File: config.mk
export PLATFORM = sky130hd
export DESIGN_NAME = nco_sweep_ctrl_flat
export DESIGN_NICKNAME = d
export VERILOG_FILES = /design/src/rtl/nco_sweep_ctrl_if.sv /design/src/rtl/nco_sweep_ctrl.sv /design/src/flat_wrapper.sv
export SDC_FILE = /design/constraint.sdc
export NUM_CORES = 1
export LEC_CHECK = 0
export CORE_MARGIN = 4
export CORE_UTILIZATION = 30
export CTS_BUF_LIST = sky130_fd_sc_hd__clkbuf_16
export CTS_CLUSTER_SIZE = 12
export DETAILED_ROUTE_END_ITERATION = 10
export PLACE_DENSITY_LB_ADDON = 0.08
export SLEW_MARGIN = 5
export SYNTH_ARGS = -nofsm -noshare
export SYNTH_HDL_FRONTEND = slang
export SYNTH_SLANG_ARGS = --single-unit
File: constraint.sdc
create_clock -name clk -period 10.7 [get_ports clk]
set_input_delay 3.21 -clock clk [delete_from_list [all_inputs] [get_ports clk]]
set_output_delay 3.21 -clock clk [all_outputs]
set_load 0.01 [all_outputs]
File: src/rtl/nco_sweep_ctrl_if.sv
// Control/status bundle between the register block (master) and the NCO sweep
// sequencer (slave).
interface nco_sweep_ctrl_if #(
  parameter int APR = 32,
  parameter int DWW = 16
);
  logic           start;
  logic           abort;
  logic [APR-1:0] cfg_f_start;
  logic [APR-1:0] cfg_f_stop;
  logic [APR-1:0] cfg_f_step;
  logic [DWW-1:0] cfg_dwell;
  logic [1:0]     cfg_mode;
  logic           free_run;
  logic [APR-1:0] phi_inc_o;
  logic           nco_clken;
  logic           busy;
  logic           tone_valid;
  logic           done;
  logic           aborted;
  logic [15:0]    step_cnt;

  modport master (
    output start, abort, cfg_f_start, cfg_f_stop, cfg_f_step, cfg_dwell,
           cfg_mode, free_run,
    input  phi_inc_o, nco_clken, busy, tone_valid, done, aborted, step_cnt
  );

  modport slave (
    input  start, abort, cfg_f_start, cfg_f_stop, cfg_f_step, cfg_dwell,
           cfg_mode, free_run,
    output phi_inc_o, nco_clken, busy, tone_valid, done, aborted, step_cnt
  );
endinterface

File: src/rtl/nco_sweep_ctrl.sv
// Frequency-sweep sequencer: steps the NCO phase increment between two limits,
// waiting out the NCO latency and then dwelling on each tone.
module nco_sweep_ctrl #(
  parameter int APR  = 32,
  parameter int DWW  = 16,
  parameter int NLAT = 10
) (
  input  logic             clk,
  input  logic             reset,
  nco_sweep_ctrl_if.slave  bus
);

  localparam int SW = (NLAT > 1) ? $clog2(NLAT) : 1;
  localparam logic [SW-1:0] SETTLE_LOAD = SW'(NLAT - 1);

  typedef enum logic [2:0] {IDLE, SETTLE, DWELL, STEP, DONE} state_t;

  state_t         state;
  logic [SW-1:0]  settle_cnt;
  logic [DWW-1:0] dwell_cnt;
  logic [APR-1:0] sh_start;
  logic [APR-1:0] sh_stop;
  logic [APR-1:0] sh_step;
  logic [DWW-1:0] sh_dwell_m1;
  logic [1:0]     sh_mode;
  logic           sh_degen;
  logic           dir_down;
  logic [APR-1:0] phi_inc;
  logic           busy_r;
  logic           tone_valid_r;
  logic           done_r;
  logic           aborted_r;
  logic [15:0]    step_cnt_r;

  // One extra bit so neither the increment nor the decrement can wrap.
  logic [APR:0]   sum_up;
  logic [APR:0]   diff_dn;
  logic [APR-1:0] next_up;
  logic [APR-1:0] next_dn;

  assign sum_up  = {1'b0, phi_inc} + {1'b0, sh_step};
  assign diff_dn = {1'b0, phi_inc} - {1'b0, sh_step};
  assign next_up = (sum_up > {1'b0, sh_stop}) ? sh_stop : sum_up[APR-1:0];
  assign next_dn = (diff_dn[APR] || (diff_dn[APR-1:0] < sh_start)) ?
                   sh_start : diff_dn[APR-1:0];

  assign bus.phi_inc_o  = phi_inc;
  assign bus.nco_clken  = busy_r | bus.free_run;
  assign bus.busy       = busy_r;
  assign bus.tone_valid = tone_valid_r;
  assign bus.done       = done_r;
  assign bus.aborted    = aborted_r;
  assign bus.step_cnt   = step_cnt_r;

  // Sequencer; abort wins over every event except the final DONE cycle.
  always_ff @(posedge clk or posedge reset) begin
    if (reset) begin
      state        <= IDLE;
      settle_cnt   <= '0;
      dwell_cnt    <= '0;
      sh_start     <= '0;
      sh_stop      <= '0;
      sh_step      <= '0;
      sh_dwell_m1  <= '0;
      sh_mode      <= 2'd0;
      sh_degen     <= 1'b0;
      dir_down     <= 1'b0;
      phi_inc      <= '0;
      busy_r       <= 1'b0;
      tone_valid_r <= 1'b0;
      done_r       <= 1'b0;
      aborted_r    <= 1'b0;
      step_cnt_r   <= '0;
    end else begin
      done_r    <= 1'b0;
      aborted_r <= 1'b0;
      if (bus.abort && (state == SETTLE || state == DWELL || state == STEP)) begin
        state        <= IDLE;
        busy_r       <= 1'b0;
        tone_valid_r <= 1'b0;
        aborted_r    <= 1'b1;
      end else begin
        case (state)
          IDLE: begin
            if (bus.start && !bus.abort) begin
              sh_start    <= bus.cfg_f_start;
              sh_stop     <= bus.cfg_f_stop;
              sh_step     <= bus.cfg_f_step;
              sh_dwell_m1 <= (bus.cfg_dwell == '0) ? '0 : bus.cfg_dwell - DWW'(1);
              sh_mode     <= (bus.cfg_mode == 2'd3) ? 2'd0 : bus.cfg_mode;
              sh_degen    <= (bus.cfg_f_stop <= bus.cfg_f_start) ||
                             (bus.cfg_f_step == '0);
              dir_down    <= 1'b0;
              phi_inc     <= bus.cfg_f_start;
              step_cnt_r  <= '0;
              settle_cnt  <= SETTLE_LOAD;
              busy_r      <= 1'b1;
              state       <= SETTLE;
            end
          end
          SETTLE: begin
            if (settle_cnt == '0) begin
              dwell_cnt    <= sh_dwell_m1;
              tone_valid_r <= 1'b1;
              state        <= DWELL;
            end else begin
              settle_cnt <= settle_cnt - SW'(1);
            end
          end
          DWELL: begin
            if (dwell_cnt == '0) begin
              step_cnt_r   <= step_cnt_r + 16'd1;
              tone_valid_r <= 1'b0;
              state        <= STEP;
            end else begin
              dwell_cnt <= dwell_cnt - DWW'(1);
            end
          end
          STEP: begin
            settle_cnt <= SETTLE_LOAD;
            state      <= SETTLE;
            // Degenerate sweeps never leave f_start.
            if (sh_degen) begin
              phi_inc <= sh_start;
              if (sh_mode == 2'd0) begin
                done_r <= 1'b1;
                state  <= DONE;
              end
            end else if (!dir_down) begin
              if (phi_inc == sh_stop) begin
                case (sh_mode)
                  2'd1: phi_inc <= sh_start;
                  2'd2: begin
                    dir_down <= 1'b1;
                    phi_inc  <= next_dn;
                  end
                  default: begin
                    done_r <= 1'b1;
                    state  <= DONE;
                  end
                endcase
              end else begin
                phi_inc <= next_up;
              end
            end else begin
              if (phi_inc == sh_start) begin
                dir_down <= 1'b0;
                phi_inc  <= next_up;
              end else begin
                phi_inc <= next_dn;
              end
            end
          end
          DONE: begin
            busy_r <= 1'b0;
            state  <= IDLE;
          end
          default: state <= IDLE;
        endcase
      end
    end
  end

endmodule

File: src/flat_wrapper.sv
// flat-port wrapper written by rule: the top's interface ports become plain ports
module nco_sweep_ctrl_flat 
#(
  parameter int APR  = 32,
  parameter int DWW  = 16,
  parameter int NLAT = 10
)
  (clk, reset, bus_start, bus_abort, bus_cfg_f_start, bus_cfg_f_stop, bus_cfg_f_step, bus_cfg_dwell, bus_cfg_mode, bus_free_run, bus_phi_inc_o, bus_nco_clken, bus_busy, bus_tone_valid, bus_done, bus_aborted, bus_step_cnt);
  nco_sweep_ctrl_if #(.APR(APR), .DWW(DWW)) bus_i ();
  input  logic clk;
  input  logic reset;
  input wire logic [$bits(bus_i.start)-1:0] bus_start;
  input wire logic [$bits(bus_i.abort)-1:0] bus_abort;
  input wire logic [$bits(bus_i.cfg_f_start)-1:0] bus_cfg_f_start;
  input wire logic [$bits(bus_i.cfg_f_stop)-1:0] bus_cfg_f_stop;
  input wire logic [$bits(bus_i.cfg_f_step)-1:0] bus_cfg_f_step;
  input wire logic [$bits(bus_i.cfg_dwell)-1:0] bus_cfg_dwell;
  input wire logic [$bits(bus_i.cfg_mode)-1:0] bus_cfg_mode;
  input wire logic [$bits(bus_i.free_run)-1:0] bus_free_run;
  output wire logic [$bits(bus_i.phi_inc_o)-1:0] bus_phi_inc_o;
  output wire logic [$bits(bus_i.nco_clken)-1:0] bus_nco_clken;
  output wire logic [$bits(bus_i.busy)-1:0] bus_busy;
  output wire logic [$bits(bus_i.tone_valid)-1:0] bus_tone_valid;
  output wire logic [$bits(bus_i.done)-1:0] bus_done;
  output wire logic [$bits(bus_i.aborted)-1:0] bus_aborted;
  output wire logic [$bits(bus_i.step_cnt)-1:0] bus_step_cnt;
  assign bus_i.start = bus_start;
  assign bus_i.abort = bus_abort;
  assign bus_i.cfg_f_start = bus_cfg_f_start;
  assign bus_i.cfg_f_stop = bus_cfg_f_stop;
  assign bus_i.cfg_f_step = bus_cfg_f_step;
  assign bus_i.cfg_dwell = bus_cfg_dwell;
  assign bus_i.cfg_mode = bus_cfg_mode;
  assign bus_i.free_run = bus_free_run;
  assign bus_phi_inc_o = bus_i.phi_inc_o;
  assign bus_nco_clken = bus_i.nco_clken;
  assign bus_busy = bus_i.busy;
  assign bus_tone_valid = bus_i.tone_valid;
  assign bus_done = bus_i.done;
  assign bus_aborted = bus_i.aborted;
  assign bus_step_cnt = bus_i.step_cnt;
  nco_sweep_ctrl #(.APR(APR), .DWW(DWW), .NLAT(NLAT)) u_core (.clk(clk), .reset(reset), .bus(bus_i));
endmodule
* Word level (Yosys, flattened, before mapping)
Index checks and enable logic that the tools add are counted.
Operators by class: add/sub/neg operators 6, $mul 0, divide/modulo/power cells 0, magnitude comparators 3, equal/unequal tests 19, shift-type cells 0, muxes and demuxes 52, bitwise operators 2, reductions and logical operators 29
Operators by type and width (number):
- $mux 32 | 7
- $pmux 32 s2 | 2
- $mux 16 | 5
- $eq 32x32->1 | 2
- $pmux 16 s2 | 2
- $add 32x32->33 | 1
- $gt 33x32->1 | 1
- $sub 32x32->33 | 1
- $le 32x32->1 | 1
- $logic_not 16->1 | 2
- $logic_not 32->1 | 1
- $lt 32x32->1 | 1
- $sub 16x1->16 const B | 2
- $mux 3 | 9
- $reduce_and 4->1 | 5
- $mux 1 | 19
- $add 16x1->16 const B | 1
- $pmux 3 s4 | 1
- $pmux 4 s3 | 1
- $ne 2x2->1 const B | 5
- $reduce_and 3->1 | 3
- $reduce_bool 3->1 | 3
- $mux 4 | 2
- $eq 3x2->1 const B | 2
- 22 further kinds | 32
Storage, ports and cells: flip-flop bits (word level) 191, latch bits 0, memory bits (writable) 0, bits in read-only memories 0, input bits 119, output and inout bits 53, memories 0

* Depth between registers and ports, before layout
word-level depth 9, depth in mapped cells 23, depth with buffers taken out 21

* Worst setup path after synthesis
OpenSTA, ideal clock, no wires.
path type input port to output port, from input port bus_free_run, to output port bus_nco_clken, arrival 3.498 ns, required time 7.490 ns, slack 3.992 ns, stages 1, path through or2_2
Between the ends: word-level cells in the longest chain between the ends 1
RTL lines:
- start, declared | line flat_wrapper.sv:19 | input wire logic [$bits(bus_i.free_run)-1:0] bus_free_run;
- $or 1x1->1 | line nco_sweep_ctrl.sv:48 | assign bus.nco_clken = busy_r | bus.free_run;
- end, declared | line flat_wrapper.sv:21 | output wire logic [$bits(bus_i.nco_clken)-1:0] bus_nco_clken;
No other way between the ends.

* Final worst setup path
Same ends and word-level chain as after synthesis.

==> metrics.cfg <==
[timing]
actual_slew_at_the_worst_max_slew_pin_ns=0.980
final.period_utilization=0.706
clock_skew_ns=0.0177
final_hold_viol_count=0
grt_setup_unrepaired=false
tns_ns=0
slew_viol_final=0
hold_ws_ns=0.489
timing.final.ws_setup_ns=3.14
relSlewSlack=0.347
fmax_mhz=132
finalCriticalPeriod_ns=7.56
setup_violations=0

[pwr]
power_leakage_nw=8.12
power.share.switching=0.498
share_comb_of_total_power=0.631
total_switching_power_mw=2.43
post_layout_power_mw=4.88
p_int_mw=2.45
pwr_density_cell_nw_per_um2=258
power.clock.fraction=0.147
seqPwrFrac=0.222
vdd.ir_drop.worst_uv=153

[yosys]
synth_async_reset_ratio=1.00
postSynthNetCount=2261
syn-instance-count=1975
synthMostInstantiatedCell=nand2_1
syn_area_per_cell_sq_um=8.08
synth_flop_cell=dfrtp_1
synth-edff-count=0
yosys-top-cells-area=dfrtp_1 30%, ha_1 13%, o21ai_0 6.1%
total_number_of_yosys_warnings=0
synth_cell_type_count=84
synthTopCellsByCount=220 x nand2_1, 194 x o21ai_0, 191 x dfrtp_1
ys_seq_area_frac=0.299
synth_seq_cells=191
post-synth-top-area-fraction=0.299
synth.largest_area_cell=dfrtp_1
syn-cell-area_sq_um=16000

[cts]
clock_tree.htree_level_count=4
cts-hold-fix-buffers=0
clk_pin_slew_ns=0.08
clkSinkCount=191
clk_latency_ns=0.51
clock_tree.root_cell=clkbuf_16
number_of_buffers_inserted_during_clock_tree_synthesis=17
cts_tree=built
cts_post_setup_buffers_inserted=0
cts_buffer_depth=2
cts_resized=0

[critical_path]
cp_data_required_time_ns=7.49
crit_arrival_ns=4.35
crit-reg2reg-capture=u_core.bus.phi_inc_o[23]
timing.setup.critical_path_class=input port to output pin
timing.critical_path.from_type=input port
reg2reg_slack_ns=3.71
timing.rr.start=u_core.bus.phi_inc_o[9]
sort_of_element_at_the_end_of_the_critical_path=output pin
ff2ff_path_depth=20
path_max_fanout=1

[layout]
drive_gt1_frac=0.0509
multiInputGateArea_sq_um=10100
sequential_cell_area_sq_um=4780
antenna_cells_inserted=0
layout.cells.non_filler=2790
postLayoutCoreUtil=0.360
syn_to_final_growth_pct=18.8
final_nets=2375
fillCellCount=5595
area_of_all_placed_cells_without_fillers_sq_um=19000

[hold_path]
hold_removal_path_class=flop to flop
worst_hold_path.endpoint=u_core.sh_dwell_m1[11]
holdPathStages=2
holdCritStartpoint=u_core.sh_dwell_m1[11]

[drt]
ant_nets=0
num_vias=14900
route.final.wire_length_um=63700
post-route-drc-count=0
drt_pass1_iterations=5
initialDrtViolationCount=1058
route.detailed.wl_per_inst_um=22.8
drt-vias-per-instance=5.36

[placed_design]
gp_congestion=0.924
dp_hpwl_um=49500
place_area_sq_um=18300
numPortBuffers=171
dpl.cell_count=2758
place_worst_setup_slack_ns=3.14

[floorplanning]
floorplan.rows=84
top_ports=172
core_sq_um=52700
floorplan.die_area_sq_um=57000
floorplan.initialDensity=0.303
floorplan.die.width_um=239
die_y_um=239

[grt]
global_route.usage.total=0.223
grt_max_degree=91
number_of_antenna_violations_at_the_first_check_in_global_routing=2
first_pass_grt_wire_length_um=95700
grt_pass1_vias=15100
gr-total-overflow=0

[outcome]
status=completed

[run]
maxCapViolations=0

kinds of logic (layout without fill, tap and decap cells):
logic type               Yosys count  after routing  share of synthesized area
flip-flops                       191            191                      0.299
AO/OA/AOI/OAI                    557            557                      0.220
adder cells (fa/ha/maj)          167            167                      0.132
AND/OR/NAND/NOR                  617            617                      0.182
buffers and inverters            275            402                     0.0672
XOR/XNOR                         141            141                     0.0774
multiplexers                      27             27                     0.0223
worst max path at each step:
stage	startpoint	end	slack (ns)	cells after the start
2_1_floorplan	reset	u_core.bus.aborted	2.29	1
3_3_place_gp	bus_free_run	bus_nco_clken	3.14	3
3_5_place_dp	bus_free_run	bus_nco_clken	3.14	3
4_1_cts	bus_free_run	bus_nco_clken	3.14	3
5_1_grt	u_core.bus.phi_inc_o[11]	u_core.bus.phi_inc_o[19]	3.10	20
6_report	bus_free_run	bus_nco_clken	3.14	3
metal layers:
layer  GRT usage  routed length, um
met5           0                 13
met4      0.0841               2110
met3      0.0575               4040
met2       0.338              27700
met1       0.305              29900
worst max-delay path: stages:
cell	delay (ns)
clkdlybuf4s50_1	0.39
or2_2	0.27
clkdlybuf4s50_1	0.48
cell type report:
class                           count  area share
Clock buffer                       17      0.0224
Clock inverter                     15      0.0107
Inverter                          179      0.0358
Multi-Input combinational cell   1509       0.535
Sequential cell                   191       0.252
Tap cell                          688      0.0454
Timing Repair Buffer              191      0.0982
power by group through the flow:
stage	combinational, mW	clock, mW	sequential [mW]
2_1_floorplan	2.11	0	1.04
3_3_place_gp	3.06	0	1.09
3_5_place_dp	3.04	0	1.10
4_1_cts	3.06	0.747	1.08
5_1_grt	3.39	0.767	1.11
6_report	3.08	0.717	1.08
flip-flops by register name, indices dropped and copies added, names as in the netlist:
name / flops
u_core.bus.tone_valid: 1
u_core.sh_stop: 32
u_core.sh_step: 32
u_core.sh_degen: 1
u_core.bus.done: 1
u_core.bus.aborted: 1
u_core.bus.step_cnt: 16
u_core.sh_mode: 2
u_core.dir_down: 1
u_core.settle_cnt: 4
u_core.state: 3
u_core.dwell_cnt: 16
u_core.sh_start: 32
u_core.sh_dwell_m1: 16
u_core.bus.phi_inc_o: 32
u_core.bus.busy: 1
placed cells by master, fill, tap and decap left out, types with 36 or more instances in the layout:
cell / count
a21oi_1: 124
clkdlybuf4s50_1: 171
dfrtp_1: 191
ha_1: 165
inv_1: 174
nand2_1: 220
nand4_1: 36
nor2_1: 138
nor3_1: 57
o21ai_0: 194
xnor2_1: 85
xor2_1: 56
Power figures use the tool's default switching activity.
